<file path="config.mk">
export PLATFORM = sky130hd
export DESIGN_NAME = collision_detector
export DESIGN_NICKNAME = d
export VERILOG_FILES = /design/src/rtl/collision_detector.sv
export SDC_FILE = /design/constraint.sdc
export NUM_CORES = 1
export LEC_CHECK = 0
export CAP_MARGIN = 5
export CELL_PAD_IN_SITES_DETAIL_PLACEMENT = 1
export CELL_PAD_IN_SITES_GLOBAL_PLACEMENT = 1
export CORE_ASPECT_RATIO = 1.25
export CORE_MARGIN = 8
export CORE_UTILIZATION = 30
export DETAILED_ROUTE_END_ITERATION = 12
export PLACE_DENSITY_LB_ADDON = 0.1
export SETUP_SLACK_MARGIN = 0.1
export SYNTH_ARGS = -nofsm -noshare
export SYNTH_HDL_FRONTEND = slang
export SYNTH_SLANG_ARGS = --single-unit
</file>
<file path="constraint.sdc">
create_clock -name clk -period 4.43 [get_ports clk]
set_input_delay 0.886 -clock clk [delete_from_list [all_inputs] [get_ports clk]]
set_output_delay 0.886 -clock clk [all_outputs]
set_load 0.03 [all_outputs]
</file>
<file path="src/rtl/collision_detector.sv">
// collision_detector: per-frame sprite overlap detector with player invulnerability window; COLLISION_HITCOUNT_EN adds a saturating hit_count output
module collision_detector #(
  parameter int MIN_OVERLAP   = 3,
  parameter int INVULN_FRAMES = 60,
  parameter int ID_W          = 6
) (
  input  logic            clk,
  input  logic            rst,
  input  logic            frame_start,
  input  logic            pixel_valid,
  input  logic            pbullet_px,
  input  logic            invader_px,
  input  logic [ID_W-1:0] invader_id,
  input  logic            ebullet_px,
  input  logic            player_px,
  output logic            invader_collision,
  output logic [ID_W-1:0] invader_hit_id,
  output logic            player_collision,
  output logic            invuln
`ifdef COLLISION_HITCOUNT_EN
  ,
  output logic [7:0]      hit_count
`endif
);
  typedef enum logic {SCAN, REPORT} state_e;
  localparam logic [3:0] MIN = 4'(MIN_OVERLAP);
  localparam logic [7:0] INV = 8'(INVULN_FRAMES);
  state_e          state_q, state_d;
  logic [3:0]      inv_run_q, inv_run_d, pl_run_q, pl_run_d;
  logic [ID_W-1:0] last_id_q, last_id_d, pend_id_q, pend_id_d, hit_id_q, hit_id_d;
  logic            inv_hit_q, inv_hit_d, pl_hit_q, pl_hit_d;
  logic            inv_col_q, inv_col_d, pl_col_q, pl_col_d;
  logic [7:0]      inv_cnt_q, inv_cnt_d;
  logic            inv_ov, pl_ov;
  assign inv_ov = pixel_valid & pbullet_px & invader_px;
  assign pl_ov  = pixel_valid & ebullet_px & player_px;
  // Scan accumulation, end-of-frame report and invulnerability countdown
  always_comb begin
    state_d   = state_q;
    inv_run_d = inv_run_q;
    pl_run_d  = pl_run_q;
    last_id_d = last_id_q;
    pend_id_d = pend_id_q;
    hit_id_d  = hit_id_q;
    inv_hit_d = inv_hit_q;
    pl_hit_d  = pl_hit_q;
    inv_col_d = 1'b0;
    pl_col_d  = 1'b0;
    if (state_q == REPORT) begin
      state_d   = SCAN;
      inv_run_d = 4'd0;
      pl_run_d  = 4'd0;
    end else if (frame_start) begin
      state_d   = REPORT;
      inv_col_d = inv_hit_q;
      pl_col_d  = pl_hit_q;
      hit_id_d  = inv_hit_q ? pend_id_q : hit_id_q;
      inv_hit_d = 1'b0;
      pl_hit_d  = 1'b0;
      inv_run_d = 4'd0;
      pl_run_d  = 4'd0;
    end else begin
      inv_run_d = !inv_ov ? 4'd0 :
                  (inv_run_q != 4'd0 && invader_id != last_id_q) ? 4'd1 :
                  (inv_run_q == MIN) ? MIN : inv_run_q + 4'd1;
      pl_run_d  = !pl_ov ? 4'd0 : (pl_run_q == MIN) ? MIN : pl_run_q + 4'd1;
      last_id_d = invader_id;
      if (inv_run_d == MIN && !inv_hit_q) begin
        inv_hit_d = 1'b1;
        pend_id_d = invader_id;
      end
      if (pl_run_d == MIN && inv_cnt_q == 8'd0) pl_hit_d = 1'b1;
    end
    inv_cnt_d = pl_col_q ? INV :
                (frame_start && inv_cnt_q != 8'd0) ? inv_cnt_q - 8'd1 : inv_cnt_q;
  end
  // State and datapath registers
  always_ff @(posedge clk or negedge rst) begin
    if (!rst) begin
      state_q   <= SCAN;
      inv_run_q <= '0;
      pl_run_q  <= '0;
      last_id_q <= '0;
      pend_id_q <= '0;
      hit_id_q  <= '0;
      inv_hit_q <= 1'b0;
      pl_hit_q  <= 1'b0;
      inv_col_q <= 1'b0;
      pl_col_q  <= 1'b0;
      inv_cnt_q <= '0;
    end else begin
      state_q   <= state_d;
      inv_run_q <= inv_run_d;
      pl_run_q  <= pl_run_d;
      last_id_q <= last_id_d;
      pend_id_q <= pend_id_d;
      hit_id_q  <= hit_id_d;
      inv_hit_q <= inv_hit_d;
      pl_hit_q  <= pl_hit_d;
      inv_col_q <= inv_col_d;
      pl_col_q  <= pl_col_d;
      inv_cnt_q <= inv_cnt_d;
    end
  end
  assign invader_collision = inv_col_q;
  assign player_collision  = pl_col_q;
  assign invader_hit_id    = hit_id_q;
  assign invuln            = inv_cnt_q != 8'd0;
`ifdef COLLISION_HITCOUNT_EN
  logic [7:0] hit_cnt_q;
  // Saturating count of reported invader hits
  always_ff @(posedge clk or negedge rst) begin
    if (!rst) hit_cnt_q <= '0;
    else if (inv_col_q && hit_cnt_q != 8'hFF) hit_cnt_q <= hit_cnt_q + 8'd1;
  end
  assign hit_count = hit_cnt_q;
`endif
endmodule

</file>
Yosys cells after proc, flatten, opt, wreduce, memory -nomap -nowiden
Cells that the tools add are included.
W data, S select, Z words.
{ "totals": {"regBits": 39, "in_bits": 14, "out_inout_bits": 9, "wordCells": 62} }
{ "op_classes": {"addsub": 3, "n_eq_ne": 5, "n_mux": 21, "n_bitwise": 6, "n_reduce_logical": 16} }
{ "ops": {"columns": ["op", "count"], "rows": [
  ["$mux W4", 9],
  ["$eq A4 B2 Y1 const B", 4],
  ["$mux W8", 2],
  ["$mux W1", 10],
  ["$add A4 B1 Y4 const B", 2],
  ["$logic_not A8 Y1", 1],
  ["$reduce_bool A8 Y1", 1],
  ["$sub A8 B1 Y8 const B", 1],
  ["$ne A6 B6 Y1", 1],
  ["$reduce_and A2 Y1", 3],
  ["$reduce_and A3 Y1", 2],
  ["$reduce_bool A2 Y1", 3],
  ["$and A1 B1 Y1", 4],
  ["$logic_and A1 B1 Y1", 4],
  ["$reduce_bool A4 Y1", 1],
  ["$not A1 Y1", 2],
  ["$logic_not A1 Y1", 1]
]} }

Depth between registers and ports, before layout
{ "logic_depth": {"word_depth": 8, "ltp_mapped": 7, "ltp_nobuf": 6} }

Least setup slack after synthesis
No wires, ideal clock.
{ "synth_timing": {"kind": "reg-to-output", "startpoint": "register inv_cnt_q[5]", "endpoint": "output port invuln", "arrival_ps": 1582, "required_time_ps": 3544, "slack_ps": 1962, "path_stages_with_launch": 4, "n_path_buf": 1, "cell_sequence": "dfrtp_1 > or4_4 > or4b_1 > clkbuf_2"} }
{ "synth_between": {"elab_chain_len": 1} }
{ "synth_rtl": {"columns": ["element", "line_no", "source"], "rows": [
  ["from (decl)", "33", "logic [7:0] inv_cnt_q, inv_cnt_d;"],
  ["from (signal assigned)", "102", "inv_cnt_q <= inv_cnt_d;"],
  ["$reduce_bool A8 Y1", "108", "assign invuln = inv_cnt_q != 8'd0;"],
  ["to (decl)", "19", "output logic invuln"]
]} }
No other way between the ends.

Worst setup path after layout
Ends and elaborated chain as after synthesis.

==> impl_results.md <==
* Drc violations at 0
* HP Class: flop to flop
* Clock Path Buffers at 2
* Slew Limit Fails at 0
* Post_cts resized at 0
* Pwr Total at 851 uW
* Clock transition at the registers of the reported paths at 0.08 ns
* Status: complete, no violations
* Die area at 8720 um2
* Setup CP Type: flop to output port
* R2R depth at 5
* Startpoint types: flop
* Final setup violation count at 0
* Synthesis-to-finish area growth at 21.1%
* Post-route minimum period at 3.41 ns
* Delay of the slowest critical-path stage at 0.65 ns
* Grt ovf at 0
* H-tree depth at 2
* Worst R2R End: inv_cnt_q[4]
* Setup ws final at ~1.0 ns
* Tot GR Track Use at 0.0986
* Fin crit share at 0.770
* Global-route wire length before repair at approximately 6600 um
* Rel. slew slack at 0.421
* Net Count, Synth at 171
* Routed WL at 3750 um
* Worst-Margin Slew at ~0.87 ns
* Die height at 102 um
* Clock skew at 0.00550 ns
* Initial antenna violation count at 0
* Max FO, Critical Path at 7
* Hold path startpoint: pl_hit_q
* Sequential share of the synthesized area at 0.545
* Hold EP: player_collision
* Area of the core at 5780 um2
* Crit-path cells: or4_4 > or4b_1 > clkdlybuf4s50_1
* Hold-fix buffer count after cts at 0
* Final setup TNS at 0 ns
* Leakage power at between 0.0009 and 0.001 uW
* Max cap viols at 0
* Setup Buffers After CTS at 0
* Final Hold Fails at 0
* Syn Inst Count at 152
* Vias in the first global route at 1383
* First drt pass iteration count at 4
* Post-place setup slack at 1.08 ns
* Power density over the cells at 392 nW/um2
* Die Span X at 85.1 um
* Worst Hold Path Cells at 1
* CP endpoint kind: output port
* Post-DRT Antenna Nets at 0
* Layout Nets at around 200
* Routed vias/inst at 4.87
* FMAX at 0.293 GHz
* R2r setup slk at 2.28 ns
* Required time worst endpoint at 3.54 ns
* # diodes at 0
* Initial Util at 0.310
* I/O pin total at 23
* HPWL Detailed at 2810 um
* CTS tree: done
* Avg Cell Area, Syn at 11.8 um2
* Root Driver: clkbuf_8
* Worst r2r src: inv_cnt_q[5]
* PortBufs at 22
* CP max stage cell: clkdlybuf4s50_1
* FF+latch count, synth at 39
* Worst Path Arrival at around 2.5 ns
* GP Congestion at 0.721
* Fillers at 638
* Later-pin clock latency in the skew report at 0.29 ns
* Ratio of cells with drive above 1 in the final layout at 0.172
* Ys Warns at 0
* WP buf/inv at 1
* Inserted Clock Buffers at 5
* Largest net degree at the start of global routing at 40
* Hold slack final at slightly below 0.5 ns
* Routed len/inst at 15.2 um
* Clock sinks at 39
* Via count at 1198
* Initial DRC count at 16
* Cell family with most CP delay: simple AND/OR/NAND/NOR gates
* Cell Area, Synth at 1790 um2
* RSZ-0062 raised after global routing: false
* Yosys cell types at 33
* Max IR drop VDD at 0.136 mV
* FP Rows at 31
## where the power goes
group / internal, uW / switching (uW) / leakage [uW] / total, uW
Combinational: 84.0 / 84.3 / 0.000407 / 168
Sequential: 405 / 40.6 / 0.000513 / 445
Clock: 109 / 128 / 0.0000402 / 237
Total: 598 / 253 / 0.000960 / 851
## flip-flops by register name, indices dropped and copies added, names as in the netlist
name	count
invader_collision	1
pl_hit_q	1
pend_id_q	6
inv_cnt_q	8
invader_hit_id	6
inv_run_q	4
state_q	1
pl_run_q	4
inv_hit_q	1
player_collision	1
last_id_q	6
## layout by cell type (no fill, tap or decap), drive strengths merged
| cell type | netlist | layout |
|---|---|---|
| nor4 | 2 | 2 |
| mux2 | 18 | 18 |
| nand2b | 8 | 8 |
| a31o | 1 | 1 |
| clkinvlp | 0 | 2 |
| nand4b | 1 | 1 |
| inv | 9 | 9 |
| nor3 | 1 | 1 |
| xnor2 | 6 | 6 |
| or4 | 1 | 1 |
| or2 | 1 | 1 |
| dfrtp | 39 | 39 |
| nand3 | 5 | 5 |
| or4b | 1 | 1 |
| a32oi | 1 | 1 |
| and2 | 2 | 2 |
| clkinv | 0 | 1 |
| nor2 | 16 | 16 |
| nand2 | 7 | 7 |
| ha | 5 | 5 |
| nand3b | 2 | 2 |
| a31oi | 1 | 1 |
| mux2i | 3 | 3 |
| nor3b | 1 | 1 |
| nor4b | 2 | 2 |
| buf | 0 | 1 |
| xor2 | 7 | 7 |
| o21a | 1 | 1 |
| and4 | 1 | 1 |
| clkdlybuf4s50 | 0 | 21 |
| a41oi | 1 | 1 |
| clkbuf | 2 | 5 |
| a32o | 1 | 1 |
| nand4 | 1 | 1 |
| a21oi | 5 | 5 |
## metrics by stage
stage | cells | cell area (um2) | util
2_1_floorplan | 152 | 1790 | -
3_3_place_gp | 238 | 2080 | 0.360
3_5_place_dp | 238 | 2080 | 0.360
4_1_cts | 246 | 2170 | 0.375
5_1_grt | 246 | 2170 | 0.375
6_report | 246 | 2170 | 0.375
## cell type report
| type | instances | area [um2] | area share |
|---|---|---|---|
| repair buffers | 22 | 215 | 0.0992 |
| flip-flops and latches | 39 | 976 | 0.450 |
| clock inverters | 3 | 20.0 | 0.00923 |
| multi-input cells | 102 | 773 | 0.356 |
| well taps | 66 | 82.6 | 0.0381 |
| inverters | 9 | 33.8 | 0.0156 |
| clock buffers | 5 | 68.8 | 0.0317 |
## logic make-up (layout without fill, tap and decap cells)
logic type,Yosys count,count (layout),share of synthesized area
xor+xnor,13,13,0.0635
simple gates,52,52,0.161
mux,21,21,0.130
flops,39,39,0.545
fa+ha+maj,5,5,0.0349
compound gates,11,11,0.0419
buf+inv,11,39,0.0237
## cells in the mapped netlist
library cell,n,share of area
and4_1,1,0.0049
nand2b_1,8,0.028
nand2_1,7,0.015
a31oi_1,1,0.0035
clkbuf_1,1,0.0021
a32oi_1,1,0.0049
nand3b_1,2,0.0084
dfrtp_1,39,0.54
nor4_1,2,0.0070
xnor2_1,6,0.029
nand4_1,1,0.0035
nor3_1,1,0.0028
or2_2,1,0.0035
a41oi_1,1,0.0049
ha_1,5,0.035
a32o_1,1,0.0056
nand4b_1,1,0.0049
or4_4,1,0.0063
mux2_2,18,0.11
nor3b_1,1,0.0042
or4b_1,1,0.0056
mux2i_1,3,0.017
o21a_1,1,0.0042
and2_1,2,0.0070
nand3_1,5,0.014
xor2_1,7,0.034
a31o_2,1,0.0049
nor4b_2,1,0.0084
a21oi_1,5,0.014
inv_1,9,0.019
nor2_1,16,0.034
clkbuf_2,1,0.0028
nor4b_1,1,0.0049
## how the worst max path moves through the flow
stage                      start            to  slack (ns)  cells after the start
finish              inv_cnt_q[5]        invuln        1.02                      3
global route        inv_cnt_q[4]        invuln        0.91                      3
CTS                 inv_cnt_q[5]        invuln         1.0                      3
detailed placement   frame_start  pend_id_q[2]        1.08                      5
global placement     frame_start  pend_id_q[0]        1.17                      5
floorplan           inv_cnt_q[5]        invuln        1.96                      3
## routing by layer
layer	up-vias	global-route usage	wire (um)
met5	-	0	0
met4	0	0.0453	65
met3	5	0.0370	172
met2	17	0.167	1910
met1	604	0.107	1600
li1	572	-	-
No activity file was read; power rests on OpenSTA's default activity.
